**src/rtl/cnn_pkg.sv**
```systemverilog
// Shared definitions for the CNN datapath blocks.
//   state_e    : accumulator window state (IDLE / ACC / HOLD)
//   *_DEF      : default widths and window length used by psum_accumulator
package cnn_pkg;

  localparam int unsigned DWIDTH_DEF = 16;
  localparam int unsigned KSIZE_DEF  = 9;
  localparam int unsigned AWIDTH_DEF = 24;

  typedef enum logic [1:0] {
    IDLE = 2'd0,
    ACC  = 2'd1,
    HOLD = 2'd2
  } state_e;

endpackage

```
**src/rtl/sat_relu.sv**
```systemverilog
// Combinational output transform for the partial-sum accumulator.
// Clamps a wide signed accumulator into the signed DWIDTH range, then
// optionally rectifies (negative -> 0).
//   i_acc     : signed AWIDTH accumulator value
//   i_relu_en : apply ReLU after saturation
//   o_data    : signed DWIDTH result
module sat_relu #(
  parameter int unsigned AWIDTH = 24,
  parameter int unsigned DWIDTH = 16
) (
  input  logic signed [AWIDTH-1:0] i_acc,
  input  logic                     i_relu_en,
  output logic signed [DWIDTH-1:0] o_data
);

  // Limits of the DWIDTH range, expressed at accumulator width.
  localparam logic signed [AWIDTH-1:0] MaxVal =
    {{(AWIDTH-DWIDTH+1){1'b0}}, {(DWIDTH-1){1'b1}}};
  localparam logic signed [AWIDTH-1:0] MinVal =
    {{(AWIDTH-DWIDTH+1){1'b1}}, {(DWIDTH-1){1'b0}}};

  logic signed [DWIDTH-1:0] w_sat;

  always_comb begin
    w_sat = i_acc[DWIDTH-1:0];
    if (i_acc > MaxVal) begin
      w_sat = MaxVal[DWIDTH-1:0];
    end else if (i_acc < MinVal) begin
      w_sat = MinVal[DWIDTH-1:0];
    end
  end

  always_comb begin
    o_data = w_sat;
    if (i_relu_en && w_sat[DWIDTH-1]) begin
      o_data = '0;
    end
  end

endmodule

```
**src/rtl/psum_accumulator.sv**
```systemverilog
// Sums KSIZE signed partial-sum terms plus a bias into one saturated,
// optionally rectified output per window.
//   clk, rst_n            : clock, asynchronous active-low reset
//   clear                 : synchronous abort of the current window
//   relu_en, bias         : window options, sampled with the first term
//   in_valid/in_ready/in_data    : term input handshake
//   out_valid/out_ready/out_data : result output handshake
// The result is held in HOLD until taken; a term offered during the taking
// cycle starts the next window directly, so windows run without bubbles.
module psum_accumulator
  import cnn_pkg::*;
#(
  parameter int unsigned DWIDTH = DWIDTH_DEF,
  parameter int unsigned KSIZE  = KSIZE_DEF,
  parameter int unsigned AWIDTH = AWIDTH_DEF
) (
  input  logic                     clk,
  input  logic                     rst_n,
  input  logic                     clear,
  input  logic                     relu_en,
  input  logic signed [DWIDTH-1:0] bias,
  input  logic                     in_valid,
  output logic                     in_ready,
  input  logic signed [DWIDTH-1:0] in_data,
  output logic                     out_valid,
  input  logic                     out_ready,
  output logic signed [DWIDTH-1:0] out_data
);

  localparam int unsigned CntW = $clog2(KSIZE);
  localparam logic [CntW-1:0] CntLast = CntW'(KSIZE - 1);

  if (AWIDTH < DWIDTH + $clog2(KSIZE) + 1) begin : g_awidth_check
    $error("psum_accumulator: AWIDTH too small to hold KSIZE terms plus bias");
  end

  state_e                    r_state;
  logic [CntW-1:0]           r_cnt;
  logic signed [AWIDTH-1:0]  r_acc;
  logic                      r_relu;
  logic signed [DWIDTH-1:0]  r_out_data;

  logic signed [AWIDTH-1:0]  w_data_ext;
  logic signed [AWIDTH-1:0]  w_bias_ext;
  logic signed [AWIDTH-1:0]  w_acc_first;
  logic signed [AWIDTH-1:0]  w_acc_add;
  logic signed [DWIDTH-1:0]  w_result;
  logic                      w_ready;

  assign w_data_ext  = {{(AWIDTH-DWIDTH){in_data[DWIDTH-1]}}, in_data};
  assign w_bias_ext  = {{(AWIDTH-DWIDTH){bias[DWIDTH-1]}}, bias};
  assign w_acc_first = w_bias_ext + w_data_ext;
  assign w_acc_add   = r_acc + w_data_ext;

  // The final term always arrives in ACC (KSIZE >= 2), so the latched
  // relu flag is already valid when the result is captured.
  sat_relu #(
    .AWIDTH (AWIDTH),
    .DWIDTH (DWIDTH)
  ) u_sat_relu (
    .i_acc     (w_acc_add),
    .i_relu_en (r_relu),
    .o_data    (w_result)
  );

  always_comb begin
    w_ready = 1'b0;
    unique case (r_state)
      IDLE, ACC: w_ready = 1'b1;
      HOLD:      w_ready = out_ready;
      default:   w_ready = 1'b0;
    endcase
  end

  // Gated by rst_n so the block refuses terms while held in reset.
  assign in_ready  = rst_n & w_ready;
  assign out_valid = (r_state == HOLD);
  assign out_data  = r_out_data;

  always_ff @(posedge clk or negedge rst_n) begin
    if (!rst_n) begin
      r_state    <= IDLE;
      r_cnt      <= '0;
      r_acc      <= '0;
      r_relu     <= 1'b0;
      r_out_data <= '0;
    end else if (clear) begin
      r_state <= IDLE;
      r_cnt   <= '0;
      r_acc   <= '0;
    end else begin
      unique case (r_state)
        IDLE: begin
          if (in_valid) begin
            r_acc   <= w_acc_first;
            r_cnt   <= CntW'(1);
            r_relu  <= relu_en;
            r_state <= ACC;
          end
        end
        ACC: begin
          if (in_valid) begin
            if (r_cnt == CntLast) begin
              r_out_data <= w_result;
              r_acc      <= '0;
              r_cnt      <= '0;
              r_state    <= HOLD;
            end else begin
              r_acc <= w_acc_add;
              r_cnt <= r_cnt + CntW'(1);
            end
          end
        end
        HOLD: begin
          if (out_ready) begin
            if (in_valid) begin
              r_acc   <= w_acc_first;
              r_cnt   <= CntW'(1);
              r_relu  <= relu_en;
              r_state <= ACC;
            end else begin
              r_state <= IDLE;
            end
          end
        end
        default: begin
          r_state <= IDLE;
          r_cnt   <= '0;
          r_acc   <= '0;
        end
      endcase
    end
  end

endmodule

```
**config.mk**
```make
export PLATFORM = sky130hd
export DESIGN_NAME = psum_accumulator
export DESIGN_NICKNAME = d
export VERILOG_FILES = /design/src/rtl/cnn_pkg.sv /design/src/rtl/sat_relu.sv /design/src/rtl/psum_accumulator.sv
export SDC_FILE = /design/constraint.sdc
export NUM_CORES = 1
export LEC_CHECK = 0
export BUFFER_PORTS_ARGS = -buffer_cell sky130_fd_sc_hd__buf_2
export CORE_ASPECT_RATIO = 1.4
export CORE_MARGIN = 3
export CORE_UTILIZATION = 45
export CTS_BUF_LIST = sky130_fd_sc_hd__clkbuf_16
export DETAILED_ROUTE_END_ITERATION = 8
export GPL_TIMING_DRIVEN = 0
export HOLD_SLACK_MARGIN = 0.05
export PLACE_DENSITY = 0.67
export SLEW_MARGIN = 0
export SYNTH_ARGS = -nofsm -noshare
export SYNTH_HDL_FRONTEND = slang
export SYNTH_SLANG_ARGS = --single-unit
```
**constraint.sdc**
```tcl
create_clock -name clk -period 2.76 [get_ports clk]
set_input_delay 0.552 -clock clk [delete_from_list [all_inputs] [get_ports clk]]
set_output_delay 0.552 -clock clk [all_outputs]
set_load 0.01 [all_outputs]
```
==> metrics.csv <==
metric,value,unit
CTS tree,done,
most common library cell in the layout ignoring fill and taps,sky130_fd_sc_hd__buf_2,
highest clock rate,324,MHz
pin count of the biggest net entering global routing,49,
most used cells in the layout excluding fill and tap cells,"sky130_fd_sc_hd__buf_2, sky130_fd_sc_hd__dfrtp_1, sky130_fd_sc_hd__nor2_1",
die boundary width,86.4,um
number of global-route vias before repair,4119,
violated checks,negative setup slack,
Root Buffer Master,sky130_fd_sc_hd__clkbuf_16,
startpoint of the worst setup timing path,r_acc[0],
final-layout worst hold slack,465,ps
crit path capture type,flip-flop,
pins over their slew limit,0,
terminus of the critical flop-to-flop path,out_data[12],
worst-case headroom to the max-slew limit,0.243,
Initial DRC Count,230,
share of the clock period used by the worst path after layout,1.12,
worst setup path end,out_data[12],
post-route antenna net violation count,0,
fraction of layout cells with a size suffix above 1,0.292,
total global routing track utilization,0.251,
synthesis warning total,0,
I/O pin total,56,
vias after detailed routing,4048,
wire length per cell after detailed routing,19.4,um
Pwr per Cell Area,554,nW/um2
count of state elements after synthesis,47,
clock input transition at the sequential cells of the worst setup and hold paths,70,ps
sequential-to-total area share from yosys stat,0.289,
class of the most critical hold timing path,in -> async,
H-tree lvl count,2,
DRC violation count after routing,0,
wire length of the first global-routing pass,20500,um
Starting Density,0.468,
post-synth design cell area,4070,um2
fraction of met2 tracks used by global routing,0.443,
depth of the most critical reg-to-reg path,13,
Netlist cell types,62,
number of vias per cell after detailed routing,6.16,
antenna violations before repair,0,
critical-path maximum fanout,5,
data arrival time of the critical path,3260,ps
P&R area growth vs syn,27.5,%
clock insertion delay at the later pin of the skew report,300,ps
"Primary FF master, synth",sky130_fd_sc_hd__dfrtp_1,
Placement Rows,40,
proportion of synthesized flip-flops having asynchronous set or reset,1.00,
Port Buffers,55,
actual transition at the worst max-transition pin,1130,ps
Setup CP Type,reg -> reg,
clock tree sinks,47,
total nets after synthesis,555,
global placer's final weighted congestion,0.905,
most repeated library cell on the critical path,sky130_fd_sc_hd__o22ai_2,
met1 track demand over resource,0.298,
count of flip-flops with a built-in enable after synthesis,0,
count of endpoints failing setup in the final report,15,
die extent in y,119,um
TritonCTS buffer count,5,
origin of the critical flop-to-flop path,r_acc[0],
cell count after synthesis,474,
Fin Setup TNS,-4660,ps
worst reg2reg setup slack,-330,ps
critical path data required time,2930,ps
n_diodes,0,
Lkg Pwr,2.38,nW
shortest period the worst path allows,3090,ps
residual overflow from global routing,0,
die area,10200,um2
largest area contributor in the synthesized netlist,sky130_fd_sc_hd__dfrtp_1,
maximum clock path buffer count,2,
number of iterations in the first detailed-routing pass,4,
Fin. Hold Viols,0,
Max VDD drop,0.336,mV
per-instance average area after synthesis,8.59,um2
status,"complete, but fails checks",
maximum capacitance violations,0,
setup ws final,-327,ps
final clock skew,6.17,ps
list of cells traversed by the critical path,"ha_4, fa_2, a21oi_4, o22ai_2, o221ai_2, a31oi_4, a311oi_2, xor2_2, nand3_2, o41ai_4, buf_6, buf_8, o22ai_2",
portion of synthesized cell area occupied by the leading cell type,0.289,
area of the core,8710,um2
overall routed net length,12700,um
HPWL reported at the end of detailed placement,9170,um
fill count,786,
delay of the slowest cell on the worst path,410,ps
master of the slowest instance on the critical path,sky130_fd_sc_hd__dfrtp_1,
met3 Usage GRT,0.0377,
most utilized layer in the global route result,met2,
Setup crit start kind,flip-flop,
net count reported at finish,632,
unrepaired setup endpoints after global routing,yes,
dominant cells by area after synthesis,"sky130_fd_sc_hd__dfrtp_1, sky130_fd_sc_hd__ha_1, sky130_fd_sc_hd__a21oi_1",
[cell type report]
class	instances	area, um2	share of cell area
Buffer	15	81.3	0.0157
Clock buffer	5	125	0.0241
Clock inverter	3	21.3	0.00410
Inverter	25	93.8	0.0181
Multi-Input combinational cell	383	3120	0.600
Sequential cell	47	1180	0.226
Tap cell	105	131	0.0253
Timing Repair Buffer	74	447	0.0860
[repair_timing]
action / 4_1_cts / 5_1_grt
endpoints found under the setup margin: 27 / 28
gates resized for setup: 25 / 65
hold buffers: 0 / 0
cloned: 1 / 1
pin swaps: 18 / 30
buffers inserted: 9 / 8
[cell usage after synthesis, types with 4 or more instances]
cell / instances
sky130_fd_sc_hd__nor2_1: 48
sky130_fd_sc_hd__a21o_1: 16
sky130_fd_sc_hd__nand3_1: 13
sky130_fd_sc_hd__clkbuf_1: 13
sky130_fd_sc_hd__o22ai_1: 25
sky130_fd_sc_hd__o21ai_0: 22
sky130_fd_sc_hd__o21a_1: 4
sky130_fd_sc_hd__dfrtp_1: 47
sky130_fd_sc_hd__nand4_1: 6
sky130_fd_sc_hd__and3_1: 4
sky130_fd_sc_hd__o21bai_1: 4
sky130_fd_sc_hd__a21oi_1: 41
sky130_fd_sc_hd__a31oi_1: 7
sky130_fd_sc_hd__nand2_1: 24
sky130_fd_sc_hd__nor3_1: 13
sky130_fd_sc_hd__ha_1: 41
sky130_fd_sc_hd__inv_1: 25
sky130_fd_sc_hd__o211ai_1: 4
sky130_fd_sc_hd__xnor2_1: 16
sky130_fd_sc_hd__a22o_1: 11
sky130_fd_sc_hd__xor2_1: 19
sky130_fd_sc_hd__nand2b_1: 8
[through the flow]
| step | std cells | worst slack (ps) | area, um2 | total power [mW] | util |
|---|---|---|---|---|---|
| 2_1_floorplan | 474 | -348 | 4110 | 1.71 | - |
| 3_3_place_gp | 634 | -1030 | 4520 | 1.99 | 0.519 |
| 3_5_place_dp | 634 | -1100 | 4520 | 2.01 | 0.519 |
| 4_1_cts | 652 | -344 | 4860 | 2.72 | 0.558 |
| 5_1_grt | 657 | -463 | 5190 | 3.06 | 0.596 |
| 6_report | 657 | -327 | 5190 | 2.88 | 0.596 |
[per-layer routing]
metal,up-vias,share of wire,wire length [um]
met3,30,0.046,579
met4,0,0.035,447
li1,1930,-,-
met1,1975,0.39,5030
met5,-,0,0
met2,113,0.52,6670
[state kept, by name, indices dropped and copies added (netlist names)]
name      flops
r_state       2
r_acc        24
r_relu        1
out_data     16
r_cnt         4
[critical path, delay by kind of cell (launching register included)]
kind / cells / cell delay [ps]
xor gates and xnor gates: 1 / 240
buffers and inverters: 2 / 320
and+or+nand+nor: 1 / 110
DFF: 1 / 410
AOI/OAI and AO/OA: 7 / 1310
adders and majority gates: 2 / 550
[worst min-delay path by stage]
| stage | slack (ps) | end | cells past startpoint | start |
|---|---|---|---|---|
| CTS | 480 | r_relu | 2 | relu_en |
| finish | 460 | r_cnt[0] | 1 | rst_n |
| global route | 490 | r_relu | 2 | relu_en |
| global placement | 470 | r_acc[18] | 2 | r_acc[18] |
| detailed placement | 480 | r_acc[18] | 2 | r_acc[18] |
| floorplan | 260 | out_data[0] | 0 | rst_n |
[power breakdown]
part | switching (mW) | leakage (nW) | internal [mW] | total, mW
combinational | 0.844 | 1.68 | 0.589 | 1.43
clock | 0.286 | 0.0752 | 0.337 | 0.623
sequential | 0.0562 | 0.622 | 0.768 | 0.824
[logic make-up (layout without fill, tap and decap cells)]
logic type	count (synthesis)	count (layout)	share of synthesized area
xor gates and xnor gates	35	35	0.0753
AOI/OAI and AO/OA	173	173	0.299
muxes	2	2	0.00522
adders and majority gates	43	43	0.136
and+or+nand+nor	130	130	0.150
buffers and inverters	44	122	0.0464
DFF	47	47	0.289
Power figures use the tool's default switching activity.
